<file path="src/rtl/dmem_arb_pkg.sv">
// ============================================================================
// Module      : dmem_arb_pkg
// Description : Shared types and helpers for the data-memory arbiter.
// Revision    : 1.0 - initial release
// ============================================================================
`default_nettype none

package dmem_arb_pkg;

    typedef enum logic [1:0] {
        IDLE  = 2'd0,
        GRANT = 2'd1,
        ACK   = 2'd2
    } arb_state_t;

    // Index width of a memory with the given number of words.
    function automatic int depth_w(input int depth);
        return (depth > 1) ? $clog2(depth) : 1;
    endfunction

endpackage

`default_nettype wire

</file>
<file path="src/rtl/dmem_arb_starve_ctr.sv">
// ============================================================================
// Module      : dmem_arb_starve_ctr
// Description : Saturating DMA starvation counter with clear and limit flag.
// Revision    : 1.0 - initial release
// ============================================================================
`default_nettype none

module dmem_arb_starve_ctr #(
    parameter int LIMIT = 4
) (
    input  logic clk,
    input  logic rst,
    input  logic i_inc,
    input  logic i_clr,
    output logic o_at_limit
);

    localparam int                 c_CNT_W = (LIMIT < 1) ? 1 : $clog2(LIMIT + 1);
    localparam logic [c_CNT_W-1:0] c_LIMIT = c_CNT_W'(LIMIT);

    logic [c_CNT_W-1:0] r_cnt;

    always_ff @(posedge clk or posedge rst) begin
        if (rst) begin
            r_cnt <= '0;
        end else if (i_clr) begin
            r_cnt <= '0;
        end else if (i_inc && !o_at_limit) begin
            r_cnt <= r_cnt + c_CNT_W'(1);
        end
    end

    assign o_at_limit = (r_cnt == c_LIMIT);

endmodule

`default_nettype wire

</file>
<file path="src/rtl/dmem_arbiter.sv">
// ============================================================================
// Module      : dmem_arbiter
// Description : Core-priority arbiter for the single-port data memory with a
//               starvation-bounded DMA/loader port. Optional address bounds
//               checking is enabled by defining DMEM_ARB_BOUNDS_CHECK_EN.
// Revision    : 1.0 - initial release
// ============================================================================
`default_nettype none

module dmem_arbiter
    import dmem_arb_pkg::*;
#(
    parameter int DEPTH        = 64,
    parameter int STARVE_LIMIT = 4
) (
    input  logic        clk,
    input  logic        reset,
    input  logic        core_mem_read,
    input  logic        core_mem_write,
    input  logic [31:0] core_addr,
    input  logic [31:0] core_wdata,
    output logic [31:0] core_rdata,
    output logic        core_stall,
    input  logic        dma_req,
    input  logic        dma_we,
    input  logic [31:0] dma_addr,
    input  logic [31:0] dma_wdata,
    output logic        dma_ack,
    output logic [31:0] dma_rdata,
    output logic        mem_read,
    output logic        mem_write,
    output logic [31:0] mem_addr,
    output logic [31:0] mem_wdata,
    input  logic [31:0] mem_rdata,
    output logic        addr_err
);

`ifdef DMEM_ARB_BOUNDS_CHECK_EN
    localparam bit c_BOUNDS_EN = 1'b1;
`else
    localparam bit c_BOUNDS_EN = 1'b0;
`endif

    arb_state_t  r_state;
    arb_state_t  w_state_nxt;
    logic        r_dma_ack;
    logic [31:0] r_dma_rdata;

    logic w_core_active;
    logic w_core_oob;
    logic w_dma_oob;
    logic w_at_limit;
    logic w_dma_go;
    logic w_starve_inc;
    logic w_starve_clr;

    assign w_core_active = core_mem_read | core_mem_write;
    assign w_core_oob    = c_BOUNDS_EN && (core_addr >= 32'(DEPTH));
    assign w_dma_oob     = c_BOUNDS_EN && (dma_addr  >= 32'(DEPTH));

    // The DMA wins a slot when the core is idle or has starved it long enough.
    assign w_dma_go     = dma_req && (!w_core_active || w_at_limit);
    assign w_starve_inc = (r_state == IDLE) && dma_req && w_core_active && !w_dma_go;
    assign w_starve_clr = (r_state == GRANT);

    dmem_arb_starve_ctr #(
        .LIMIT (STARVE_LIMIT)
    ) u_starve_ctr (
        .clk        (clk),
        .rst        (reset),
        .i_inc      (w_starve_inc),
        .i_clr      (w_starve_clr),
        .o_at_limit (w_at_limit)
    );

    always_ff @(posedge clk or posedge reset) begin
        if (reset) begin
            r_state     <= IDLE;
            r_dma_ack   <= 1'b0;
            r_dma_rdata <= '0;
        end else begin
            r_state   <= w_state_nxt;
            r_dma_ack <= (r_state == GRANT);
            if ((r_state == GRANT) && !dma_we) begin
                r_dma_rdata <= w_dma_oob ? '0 : mem_rdata;
            end
        end
    end

    always_comb begin
        w_state_nxt = r_state;
        case (r_state)
            IDLE:    if (w_dma_go) w_state_nxt = GRANT;
            GRANT:   w_state_nxt = ACK;
            ACK:     w_state_nxt = IDLE;
            default: w_state_nxt = IDLE;
        endcase
    end

    // Port mux: DMA owns the memory only during GRANT; a stalled core access
    // is simply re-presented by the pipeline in the following cycle.
    always_comb begin
        mem_read   = core_mem_read  && !w_core_oob;
        mem_write  = core_mem_write && !w_core_oob;
        mem_addr   = core_addr;
        mem_wdata  = core_wdata;
        core_rdata = w_core_oob ? '0 : mem_rdata;
        core_stall = 1'b0;
        addr_err   = w_core_oob && w_core_active;
        if (r_state == GRANT) begin
            mem_read   = !dma_we && !w_dma_oob;
            mem_write  = dma_we  && !w_dma_oob;
            mem_addr   = dma_addr;
            mem_wdata  = dma_wdata;
            core_rdata = '0;
            core_stall = w_core_active;
            addr_err   = w_dma_oob;
        end
    end

    assign dma_ack   = r_dma_ack;
    assign dma_rdata = r_dma_rdata;

endmodule

`default_nettype wire

</file>
<file path="config.mk">
export PLATFORM = sky130hd
export DESIGN_NAME = dmem_arbiter
export DESIGN_NICKNAME = d
export VERILOG_FILES = /design/src/rtl/dmem_arb_pkg.sv /design/src/rtl/dmem_arb_starve_ctr.sv /design/src/rtl/dmem_arbiter.sv
export SDC_FILE = /design/constraint.sdc
export NUM_CORES = 1
export LEC_CHECK = 0
export CORE_AREA = 3 3 115 117
export DETAILED_ROUTE_END_ITERATION = 6
export DIE_AREA = 0 0 118 120
export GPL_TIMING_DRIVEN = 1
export PLACE_DENSITY_LB_ADDON = 0.1
export RECOVER_POWER = 100
export SLEW_MARGIN = 40
export SYNTH_ARGS = -nofsm -noshare
export SYNTH_HDL_FRONTEND = slang
export SYNTH_SLANG_ARGS = --single-unit
</file>
<file path="constraint.sdc">
create_clock -name clk -period 1.9 [get_ports clk]
set_input_delay 0.38 -clock clk [delete_from_list [all_inputs] [get_ports clk]]
set_output_delay 0.38 -clock clk [all_outputs]
set_load 0.02 [all_outputs]
</file>
; ---- Yosys cells after proc, flatten, opt, wreduce, memory -nomap -nowiden
; Cells that the tools add are included.
[totals]
ff_bits = 38
latchBits = 0
ram_bits = 0
rom_bits = 0
out_inout_bits = 133
wordCells = 32
n_memories = 0
[classes]
n_addsub = 1
mul = 0
div_mod_pow = 0
n_lt_le_gt_ge = 0
n_eq_ne = 3
shifts = 0
mux = 10
n_bitwise = 1
n_reduce_logical = 13
[ops]
columns = cell, n
row1 = 2-to-1 mux 32 bit, 3
row2 = logical AND 1 bit, 6
row3 = 2-to-1 mux 3 bit, 2
row4 = zero test 1 bit, 4
row5 = case mux 2 bit (2 select lines), 1
row6 = "adder 3 x 1 -> 3 bit, second input constant", 1
row7 = "== test 3 bit, second input constant", 1
row8 = 2-to-1 mux 1 bit, 3
row9 = "== test 2 x 1 -> 1 bit, second input constant", 1
row10 = zero test 2 bit, 1
row11 = 2-to-1 mux 2 bit, 1
row12 = "!= test 2 bit, second input constant", 1
row13 = nonzero test 2 bit, 1
row14 = logical OR 1 bit, 1
row15 = OR 1 bit, 1

; ---- Longest topological paths before layout
; Gate-level depths: netlist of run 1.
[depth]
ltp_word = 9
ltp_mapped = 6
mapped_depth_nobuf = 5

; ---- By module
; Synthesis of run 1 repeated with hierarchy kept, for this count alone.
[unflattened]
hier_cells = 210
hier_area_um2 = 2806.4
[by_module_without_submodules]
columns = module, instances, cells_each, area_per_inst_um2, seq_area_each_um2
row1 = dmem_arbiter, 1, 191, 2605.0, 875.8
row2 = dmem_arb_starve_ctr, 1, 19, 201.4, 75.1

; ---- Least setup slack after synthesis of run 1
; OpenSTA, ideal clock, no wires.
[synth_path]
path_type = register to output
startpoint = register r_state[1]
endpoint = output port core_stall
arrival_time_ns = 1.151
required_ns = 1.520
path_slack_ns = 0.369
stages_incl_launch_ff = 5
n_path_buf = 2
path_cell_list = dfrtp_1 > nand2b_4 > buf_4 > buf_2 > nor2_1
[synth_via]
elab_chain_len = 2
[synth_lines]
columns = element, line
row1 = "start, declared", dmem_arbiter.sv:44  ; arb_state_t r_state;
row2 = "start signal, assigned", dmem_arbiter.sv:82  ; r_state <= w_state_nxt;
row3 = == test 2 x 1 -> 1 bit, dmem_arbiter.sv:110  ; if (r_state == GRANT) begin
row4 = 2-to-1 mux 1 bit, dmem_arbiter.sv:110
row5 = "end, declared", dmem_arbiter.sv:23  ; output logic core_stall,
; No other way between the ends.

; ---- Final worst setup path of run 1
[layout_path]
startpoint = register r_state[1]
endpoint = output port mem_wdata[30]
[layout_via]
elab_chain_len = 2
[layout_lines]
columns = element, line
row1 = == test 2 x 1 -> 1 bit, dmem_arbiter.sv:110
row2 = 2-to-1 mux 32 bit, dmem_arbiter.sv:110
row3 = "end, declared", dmem_arbiter.sv:33  ; output logic [31:0] mem_wdata,
; No other way between the ends.

==> reports/qor.yml, run 1 <==
routing:
  drt_pre_antenna_iters: 6
  post_drt_wl_per_cell_um: 15.5
  post_drt_via_cell_ratio: 4.03
  drtIter0Drc: 172
  vias: 3403
  ant_nets: 0
  drcViolationCount: 0
  routed_wl_um: 13100
worst_setup_path:
  crit_path_start_kind: "flip-flop"
  cp_max_fo: 12
  crit_start: "r_state[1]"
  cp_data_arrival_time_ps: 1520
  reg2reg_depth: 5
  rrSetupSlack_ps: 230
  worstSetupPathType: "reg -> out"
  reg2reg_to: "dma_rdata[15]"
  cp.required_ps: 1520
  end_kind: "primary output"
  r2r_start: "r_state[1]"
  critPathCapture: "mem_wdata[30]"
timing:
  skew_ps: 5.09
  drv_slew: 0
  fin_crit_ps: 1900
  holdWs_ps: 508
  final_hold_viol_count: 0
  worst_slack_ps: 2.06
  fmax_ghz: 0.527
  finalSetupTns_ps: 0
  slew_headroom: 0.510
  worst-slew-pin-transition_ps: 736
  rsz0062_at_grt: "true"
  min_period_over_period: 0.999
  finalSetupViolCount: 0
placement:
  place.gp.congestion: 0.818
  port_buffers: 297
  post-place-ws_ps: -204
  dpl.hpwl_um: 10700
  dp.cells: 836
die:
  die_y_um: 120
  num_rows: 41
  ioPinCount: 299
  initial_core_util: 0.217
  coreArea_um2: 12500
  die_w_um: 118
  dieArea_um2: 14200
global_routing:
  antenna_found_initial: 0
  track_usage: 0.173
  grt_max_degree: 33
  grt_pass1_wl_um: 19600
  grt_pass1_vias: 3338
  overflow: 0
synthesis:
  ys_seq_elements: 38
  synth_warnings: 0
  netlist_area_um2: 2700
  seq_area_frac_synth: 0.352
  ys_types: 24
  synth_fp_nets: 512
  synth_cells: 344
  synth_area_per_cell_um2: 7.85
clock_network:
  cts-root-buf: "clkbuf_16"
  path_clk_slew_ps: 60
  clock_path_buffers: 2
  numCtsBuffers: 5
  h-tree-depth: 2
  tritoncts: "built"
  clock-sinks: 38
  clk_latency_ps: 280
hold_path:
  holdCritPathClass: "reg -> reg"
layout:
  final_cell_count_no_fill: 845
  antenna_cells: 0
  drive_gt1_frac: 0.285
  area_growth_pct: 125
  fin_nets: 840
pwr:
  leakage_nw: 2.98
  finalPower_mw: 6.23
  vdd_drop_max_mv: 0.691
  p_per_area_nw_per_um2: 1020
job:
  drv_cap: 0
run_status:
  status: "finished clean"
cell usage in the layout, fill, tap and decap left out, drive strengths merged, types with 2 or more instances in the layout:
| cell type | n |
|---|---|
| clkdlybuf4s50 | 197 |
| nand2 | 193 |
| buf | 123 |
| dfrtp | 38 |
| mux2 | 33 |
| and2 | 32 |
| clkdlybuf4s15 | 20 |
| nor2 | 8 |
| clkbuf | 7 |
| inv | 6 |
| ha | 2 |
| bufinv | 2 |
| nand2b | 2 |
sequential cells by signal, summed over array words and instances (netlist names):
| signal | cells |
|---|---|
| dma_rdata | 32 |
| u_starve_ctr.r_cnt | 3 |
| r_state | 2 |
| dma_ack | 1 |
cell usage after synthesis:
cell type | instances | area, um^2
nand2_1 | 193 | 724
inv_2 | 1 | 3.75
ha_1 | 2 | 25.0
nor2_1 | 7 | 26.3
mux2i_1 | 1 | 10.0
buf_4 | 6 | 45.0
and3_1 | 1 | 6.26
inv_1 | 5 | 18.8
conb_1 | 1 | 3.75
nand2b_1 | 1 | 6.26
buf_2 | 11 | 55.1
mux2_2 | 5 | 56.3
a2bb2oi_1 | 1 | 8.76
a41oi_1 | 1 | 8.76
clkbuf_2 | 2 | 10.0
buf_12 | 3 | 60.1
mux2_4 | 28 | 420
a32o_1 | 1 | 10.0
nand2b_4 | 1 | 13.8
nor2_8 | 1 | 20.0
nor4b_1 | 1 | 8.76
and2_1 | 32 | 200
a21o_1 | 1 | 7.51
dfrtp_1 | 38 | 951
timing repair:
item,CTS,global route
pin swaps,1,1
cloned,1,0
endpoints found under the setup margin,97,65
gates resized for setup,340,38
buffers inserted,0,0
hold buffers,0,0
report_power, final:
group | switching (mW) | internal [mW]
clock network | 0.322 | 0.754
logic | 1.77 | 1.97
registers | 0.224 | 1.19
stage by stage:
step	cell area, um^2	utilization
global route	6090	0.488
detailed placement	6170	0.495
finish	6090	0.488
floorplan	2700	-
global placement	6170	0.495
CTS	6230	0.500
worst min path at each step:
stage          slack (ps)               endpoint          start  depth (start not counted)
2_1_floorplan         440             r_state[0]     r_state[1]                          1
3_3_place_gp          490          dma_rdata[16]  dma_rdata[16]                          1
3_5_place_dp          500          dma_rdata[23]  dma_rdata[23]                          1
4_1_cts               400  u_starve_ctr.r_cnt[2]          reset                          3
5_1_grt               520          dma_rdata[16]  dma_rdata[16]                          1
6_report              510          dma_rdata[24]  dma_rdata[24]                          1
final cells by class:
class,instances,area [um^2]
Fill cell,1220,6380
Tap cell,172,215
Timing Repair Buffer,343,3130
Sequential cell,38,951
Clock inverter,3,68.8
Inverter,6,30.0
Clock buffer,5,125
Multi-Input combinational cell,278,1570
critical path, stage by stage (launching register included):
cell and delay [ps]:
dfrtp_1 370, nand2b_4 180, inv_8 100, buf_4 190
nand2_1 70, nand2_1 70, clkdlybuf4s15_2 250
logic make-up after synthesis:
family / count (synthesis) / share of synthesized area
simple gates: 237 / 0.373
buf+inv: 28 / 0.0714
flops: 38 / 0.352
compound gates: 4 / 0.0130
other cells: 1 / 0.00139
fa+ha+maj: 2 / 0.00927
mux: 34 / 0.180
routing by layer:
metal | part of all wire | global-route usage | wire (um) | vias up
met5 | 0 | 0 | 0 | -
met2 | 0.50 | 0.305 | 6510 | 168
li1 | - | - | - | 1710
met4 | 0.0058 | 0.0234 | 76 | 0
met3 | 0.088 | 0.0598 | 1150 | 4
met1 | 0.41 | 0.210 | 5320 | 1521
(Power assumes the default switching activity.)
==> run 2: changes to the inputs <==
==> constraint.sdc (replaced) <==
create_clock -name clk -period 1.9 [get_ports clk]
set_input_delay 0.19 -clock clk [delete_from_list [all_inputs] [get_ports clk]]
set_output_delay 0.19 -clock clk [all_outputs]
set_load 0.02 [all_outputs]
==> run 2 against run 1 <==
Die area is the same. Combinational power shrank 14%. Clock skew grew 1.2 ps. Cell area shrank 6.0%. Worst hold slack lost 230 ps. Routed wire length grew 0.46%. Non-clock buffer count shrank 38. Sequential power shrank 3%. Critical path depth is the same. Core utilization shrank 2.9 points. Largest cell class unchanged. Largest power group unchanged. Fmax grew 4.0%.
==> reports/qor.yml, run 2 (synthesized netlist as in run 1, its figures left out) <==
pwr:
  vdd_drop_max_mv: 0.458  # -34%
  seqPwrFrac: 0.243  # +0.016
  switching_power_mw: 2.24  # -3.1%
  p_comb_frac: 0.567  # -0.033
  leakage_nw: 2.75  # -7.8%
  pwr-share-clk: 0.190  # +0.017
  p_per_area_nw_per_um2: 993  # -3.1%
  sw_frac_of_total: 0.395  # +0.0236
  finalPower_mw: 5.68  # -8.9%
  intPower_mw: 3.44  # -12%
timing:
  worst_slack_ps: 74.8  # +72.7 ps
  skew_ps: 6.26  # +1.17 ps
  holdWs_ps: 280  # -228 ps
  rsz0062_at_grt: "false"
  worst-slew-pin-transition_ps: 782  # +46.8 ps
  drv_slew: 0  # unchanged
  final_hold_viol_count: 0  # unchanged
  fin_crit_ps: 1830  # -72.7 ps
  fmax_ghz: 0.548  # +4.0%
  finalSetupTns_ps: 0  # unchanged
  slew_headroom: 0.478  # -0.0312
  finalSetupViolCount: 0  # unchanged
  min_period_over_period: 0.961  # -0.0383
layout:
  fin_nets: 802  # -4.5%
  final_cell_count_no_fill: 807  # -4.5%
  drive_gt1_frac: 0.0567  # -0.229
  utilization: 0.459  # -0.0293
  area_growth_pct: 112
  final_area_um2: 5720  # -6.0%
  largest_reg_flops: 32  # unchanged
  most-common-layout-cells: "nand2_1 (193), clkdlybuf4s50_1 (164), dlygate4sd2_1 (54)"
  final_common_cell: "nand2_1"
  antenna_cells: 0  # unchanged
clock_network:
  clk_latency_ps: 280  # about the same
  tritoncts: "built"
  cts-root-buf: "clkbuf_16"
  clock_path_buffers: 2  # unchanged
  numCtsBuffers: 5  # unchanged
  h-tree-depth: 2  # unchanged
  path_clk_slew_ps: 60  # about the same
  clock-sinks: 38  # unchanged
worst_setup_path:
  worstSetupPathType: "reg -> out"
  cp_data_arrival_time_ps: 1640  # +120 ps
  cp.required_ps: 1710  # +190 ps
  crit_path_start_kind: "flip-flop"
  cp_max_fo: 26  # +14
  end_kind: "primary output"
routing:
  ant_nets: 0  # unchanged
  drtIter0Drc: 168  # -2.3%
  routed_wl_um: 13100  # +0.46%
  vias: 3300  # -3.0%
  post_drt_wl_per_cell_um: 16.3  # +5.2%
  post_drt_via_cell_ratio: 4.09  # +1.5%
  drt_pre_antenna_iters: 4  # -2
  drcViolationCount: 0  # unchanged
placement:
  place_area_um2: 5900  # -4.3%
  post-place-ws_ps: 47.4  # +252 ps
  port_buffers: 297  # unchanged
  place.gp.congestion: 0.818  # about the same
  dpl.hpwl_um: 10700  # +0.61%
  dp.cells: 799  # -4.4%
die:
  dieArea_um2: 14200  # unchanged
  die_w_um: 118  # unchanged
  die_y_um: 120  # unchanged
  num_rows: 41  # unchanged
  initial_core_util: 0.217  # unchanged
  ioPinCount: 299  # unchanged
  coreArea_um2: 12500  # unchanged
global_routing:
  overflow: 0  # unchanged
  antenna_found_initial: 0  # unchanged
  grt_max_degree: 67  # +100%
  grt_pass1_wl_um: 19700  # +0.49%
  grt_pass1_vias: 3316  # -0.66%
  track_usage: 0.177  # +0.00347
hold_path:
  holdCritPathClass: "in -> async"
job:
  drv_cap: 0  # unchanged
run_status:
  status: "finished clean"
## run 2: cell types whose count changed in the layout (fill, tap and decap cells not counted), moves of 16 or more
cell	previous run	this run
clkdlybuf4s15_2	20	0
dlygate4sd2_1	0	54
mux2_4	28	4
dlygate4sd3_1	1	34
mux2_1	0	24
clkbuf_1	1	20
buf_2	74	0
clkdlybuf4s15_1	0	16
buf_4	32	3
clkdlybuf4s50_1	197	164
## run 2: critical path, cell delays in order, from the launching register on
cell	delay [ps]
dfrtp_1	390
nand2b_4	180
inv_2	120
buf_12	170
nand2_1	70
nand2_1	80
dlygate4sd2_1	340
## run 2: final cells by class
class                   instances  area, um^2
multi-input cells             278        1470
repair buffers                305        2870
flip-flops and latches         38         951
well taps                     172         215
clock inverters                 3        68.8
inverters                       6        22.5
fillers                      1297        6740
clock buffers                   5         125
## run 2: power groups by stage
stage	Combinational [mW]	Sequential, mW	Clock (mW)
5_1_grt	3.45	1.44	1.14
4_1_cts	3.72	1.42	1.11
3_5_place_dp	3.88	1.42	0
3_3_place_gp	3.85	1.40	0
2_1_floorplan	1.46	1.83	0
6_report	3.22	1.38	1.08
## run 2: routing by layer
| metal | track usage | up-vias | share of wire |
|---|---|---|---|
| met5 | 0 | - | 0 |
| met4 | 0.0403 | 0 | 0.0089 |
| met3 | 0.0763 | 6 | 0.11 |
| met2 | 0.316 | 166 | 0.51 |
| met1 | 0.194 | 1494 | 0.37 |
| li1 | - | 1634 | - |
## run 2: worst paths after layout
kind | slack (ps) | to | startpoint | depth (start not counted)
max | 70 | mem_wdata[6] | r_state[1] | 6
min | 280 | dma_ack | reset | 2
max reg2reg | 120 | dma_rdata[29] | r_state[1] | 5
min reg2reg | 460 | r_state[0] | r_state[1] | 1
max in group asynchronous | 590 | dma_rdata[3] | reset | 3
min in group clk | 460 | r_state[0] | r_state[1] | 1
## run 2: repair_timing
item,4_1_cts,5_1_grt
resized for setup,75,46
endpoints found under the setup margin,94,34
cloned,0,0
buffers inserted,0,0
hold buffers,0,0
==> run 3: changes to the inputs <==
- ABC_AREA: not set -> 1
- CORE_AREA: 3 3 115 117 -> 3 3 116 118
- DIE_AREA: 0 0 118 120 -> 0 0 119 121
==> run 3 against run 2 <==
Via count is 7.8% higher. Worst hold slack better by 200 ps. Routed wire length is 3.2% lower. Cell area is 0.94% higher. Highest routed layer unchanged.
==> reports/qor.yml, run 3 <==
run_status:
  status: "finished clean"
synthesis:
  netlist_area_um2: 2600  # -3.6%
  seq_area_frac_synth: 0.365  # +0.0132
  synth-xor-area-share: 0.00337  # +0.00337
  synth_common_cells: "nand2_1 (235), inv_1 (40), nor2_1 (39), dfrtp_1 (38), o21ai_1 (16)"
  synth_cells: 423  # +23%
  synth_compound_area_frac: 0.0865  # +0.0736
  async_reset_ff_frac: 1.00  # unchanged
  synth_warnings: 0  # unchanged
  yosysTopAreaCell: "dfrtp_1"
  synth_top_family_by_area: "simple AND/OR/NAND/NOR gates"
  synth_fp_nets: 591  # +15%
  synth_top_area_frac: 0.365  # +0.0132
  synth_edf_count: 0  # unchanged
  synth_mux_area_frac: 0  # -0.180
  synth_fa_ha_area_frac: 0.00962  # +0.000348
  yosysMostFrequentCell: "nand2_1"
  yosys-top-cells-area: "dfrtp_1 (37%), nand2_1 (34%), inv_1 (5.8%)"
  synth_area_per_cell_um2: 6.15  # -22%
  ys_seq_elements: 38  # unchanged
  synthFlopType: "dfrtp_1"
  ys_types: 18  # -25%
  synthSimpleGateAreaFrac: 0.407  # +0.0346
clock_network:
  clock_path_buffers: 2  # unchanged
  path_clk_slew_ps: 60  # about the same
  clk_latency_ps: 280  # about the same
  cts-root-buf: "clkbuf_16"
  numCtsBuffers: 5  # unchanged
  postCtsSetupBuffers: 0  # unchanged
  clock-sinks: 38  # unchanged
  tritoncts: "built"
  h-tree-depth: 2  # unchanged
  cts_hold_buf: 0  # unchanged
worst_setup_path:
  reg2reg_to: "dma_rdata[29]"
  worstSetupPathType: "reg -> out"
  cp_max_fo: 24  # -7.7%
  end_kind: "primary output"
  crit_buf_inv: 4  # +1
  cp.required_ps: 1710  # about the same
  cp_cell_sequence: "inv_1, nand2_2, inv_4, bufbuf_16, nand2_1, nand2_1, clkdlybuf4s15_2"
  crit_path_start_kind: "flip-flop"
  slowest_stage: "dfrtp_1"
  rrSetupSlack_ps: 160  # +40 ps
  r2r_start: "r_state[1]"
  cpMostUsedCell: "nand2_1"
  cp_data_arrival_time_ps: 1650  # about the same
  reg2reg_depth: 7  # +2
  crit_family: "buffers and inverters"
  slowest_delay_ps: 380  # about the same
routing:
  post_drt_wl_per_cell_um: 14.3  # -12%
  routed_wl_um: 12700  # -3.2%
  routed.top_layer: "met4"
  post_drt_via_cell_ratio: 4.00  # -2.1%
  met2_length_um: 6620  # -1.9%
  met3_length_um: 1320  # -5.1%
  drcViolationCount: 0  # unchanged
  ant_nets: 0  # unchanged
  met1Wirelength_um: 4560  # -6.4%
  drtIter0Drc: 146  # -13%
  vias: 3556  # +7.8%
  drt_pre_antenna_iters: 4  # unchanged
placement:
  dpl.hpwl_um: 10600  # -1.5%
  dp.cells: 878  # +9.9%
  place.gp.congestion: 0.858  # +4.9%
  port_buffers: 297  # unchanged
timing:
  finalSetupViolCount: 0  # unchanged
  rsz0062_at_grt: "true"
  finalSetupTns_ps: 0  # unchanged
  final_hold_viol_count: 0  # unchanged
  min_period_over_period: 0.968  # +0.00753
  worst-slew-pin-transition_ps: 1090  # +307 ps
  fin_crit_ps: 1840  # +14.3 ps
  drv_slew: 0  # unchanged
  slew_headroom: 0.274  # -0.205
  fmax_ghz: 0.544  # -0.78%
  skew_ps: 4.15  # -2.11 ps
die:
  ioPinCount: 299  # unchanged
  initial_core_util: 0.207  # -0.00953
  dieArea_um2: 14400  # +1.7%
  num_rows: 41  # unchanged
  coreArea_um2: 12600  # +0.82%
  die_y_um: 121  # +0.83%
  die_w_um: 119  # +0.85%
global_routing:
  track_usage: 0.162  # -0.0150
  overflow: 0  # unchanged
  grt_pass1_vias: 3529  # +6.4%
  grt_pass1_wl_um: 18500  # -6.1%
  grt_max_degree: 65  # -3.0%
  antenna_found_initial: 0  # unchanged
hold_path:
  min_path_cells: 2
  holdCritPathClass: "reg -> reg"
  holdCritStartpoint: "dma_rdata[17]"
  holdPathEnd: "dma_rdata[17]"
layout:
  antenna_cells: 0  # unchanged
  register_area_um2: 951  # unchanged
  largest_reg_flops: 32  # unchanged
  area_growth_pct: 122
  fin_nets: 883  # +10%
  final_common_cell: "nand2_1"
  fillers: 1324  # +2.1%
  drive_gt1_frac: 0.112  # +0.0550
  most-common-layout-cells: "nand2_1 (234), clkdlybuf4s50_1 (197), inv_1 (40)"
  utilization: 0.460  # +0.000534
  multi_input_area_um2: 1330  # -9.6%
  final_cell_count_no_fill: 888  # +10%
pwr:
  leakage_nw: 2.97  # +8.2%
  vdd_drop_max_mv: 0.532  # +16%
  p_per_area_nw_per_um2: 1040  # +5.0%
job:
  drv_cap: 0  # unchanged
run 3: where the power goes:
| group | total [mW] | internal [mW] | switching (mW) |
|---|---|---|---|
| Combinational | 3.56 | 1.63 | 1.93 |
| Clock | 1.08 | 0.754 | 0.324 |
| Sequential | 1.38 | 1.18 | 0.195 |
| Total | 6.02 | 3.57 | 2.45 |
run 3: repair_timing:
action / 4_1_cts / 5_1_grt
cloned: 1 / 1
gates resized for setup: 126 / 82
pin swaps: 0 / 0
endpoints found under the hold margin: 0 / 0
endpoints found under the setup margin: 97 / 60
run 3: cells by family after synthesis:
family / Yosys count
compound gates: 34
xor+xnor: 1
fa+ha+maj: 2
buf+inv: 67
flops: 38
other cells: 1
simple gates: 280
run 3: routing by layer:
metal / vias up / track usage
met3: 11 / 0.0601
met5: - / 0
met4: 0 / 0.0362
met1: 1542 / 0.168
met2: 170 / 0.308
li1: 1833 / -
run 3: worst min-delay path, cell delays in order (launching register included):
cell and delay, ps:
dfrtp_1 340, nand2_1 60, o21ai_2 50
run 3: area by class of cell:
type	count	share of cell area
clock buffers	5	0.0217
clock inverters	3	0.0119
inverters	41	0.0271
multi-input cells	318	0.229
flip-flops and latches	38	0.165
well taps	172	0.0373
repair buffers	311	0.508
run 3: how the worst max path moves through the flow:
stage                     depth (start not counted)  slack, ps              to        from
after global placement                            7         -7   core_rdata[0]  r_state[1]
final                                             7         60   mem_wdata[13]  r_state[1]
after detailed placement                          7        -30  core_rdata[16]  r_state[1]
after floorplan                                   6        500  core_rdata[10]  r_state[0]
after global routing                              7        -30   mem_wdata[13]  r_state[1]
after CTS                                         7        0.7   mem_wdata[12]  r_state[1]
run 3: through the flow:
stage	setup WS, ps	total power [mW]	cell area, um^2	hold slack, ps
6_report	60.5	6.02	5780	475
5_1_grt	-29.0	6.43	5780	500
4_1_cts	0.732	6.11	5900	251
3_5_place_dp	-33.8	5.19	5750	468
3_3_place_gp	-6.97	5.14	5750	466
2_1_floorplan	499	3.18	2600	334
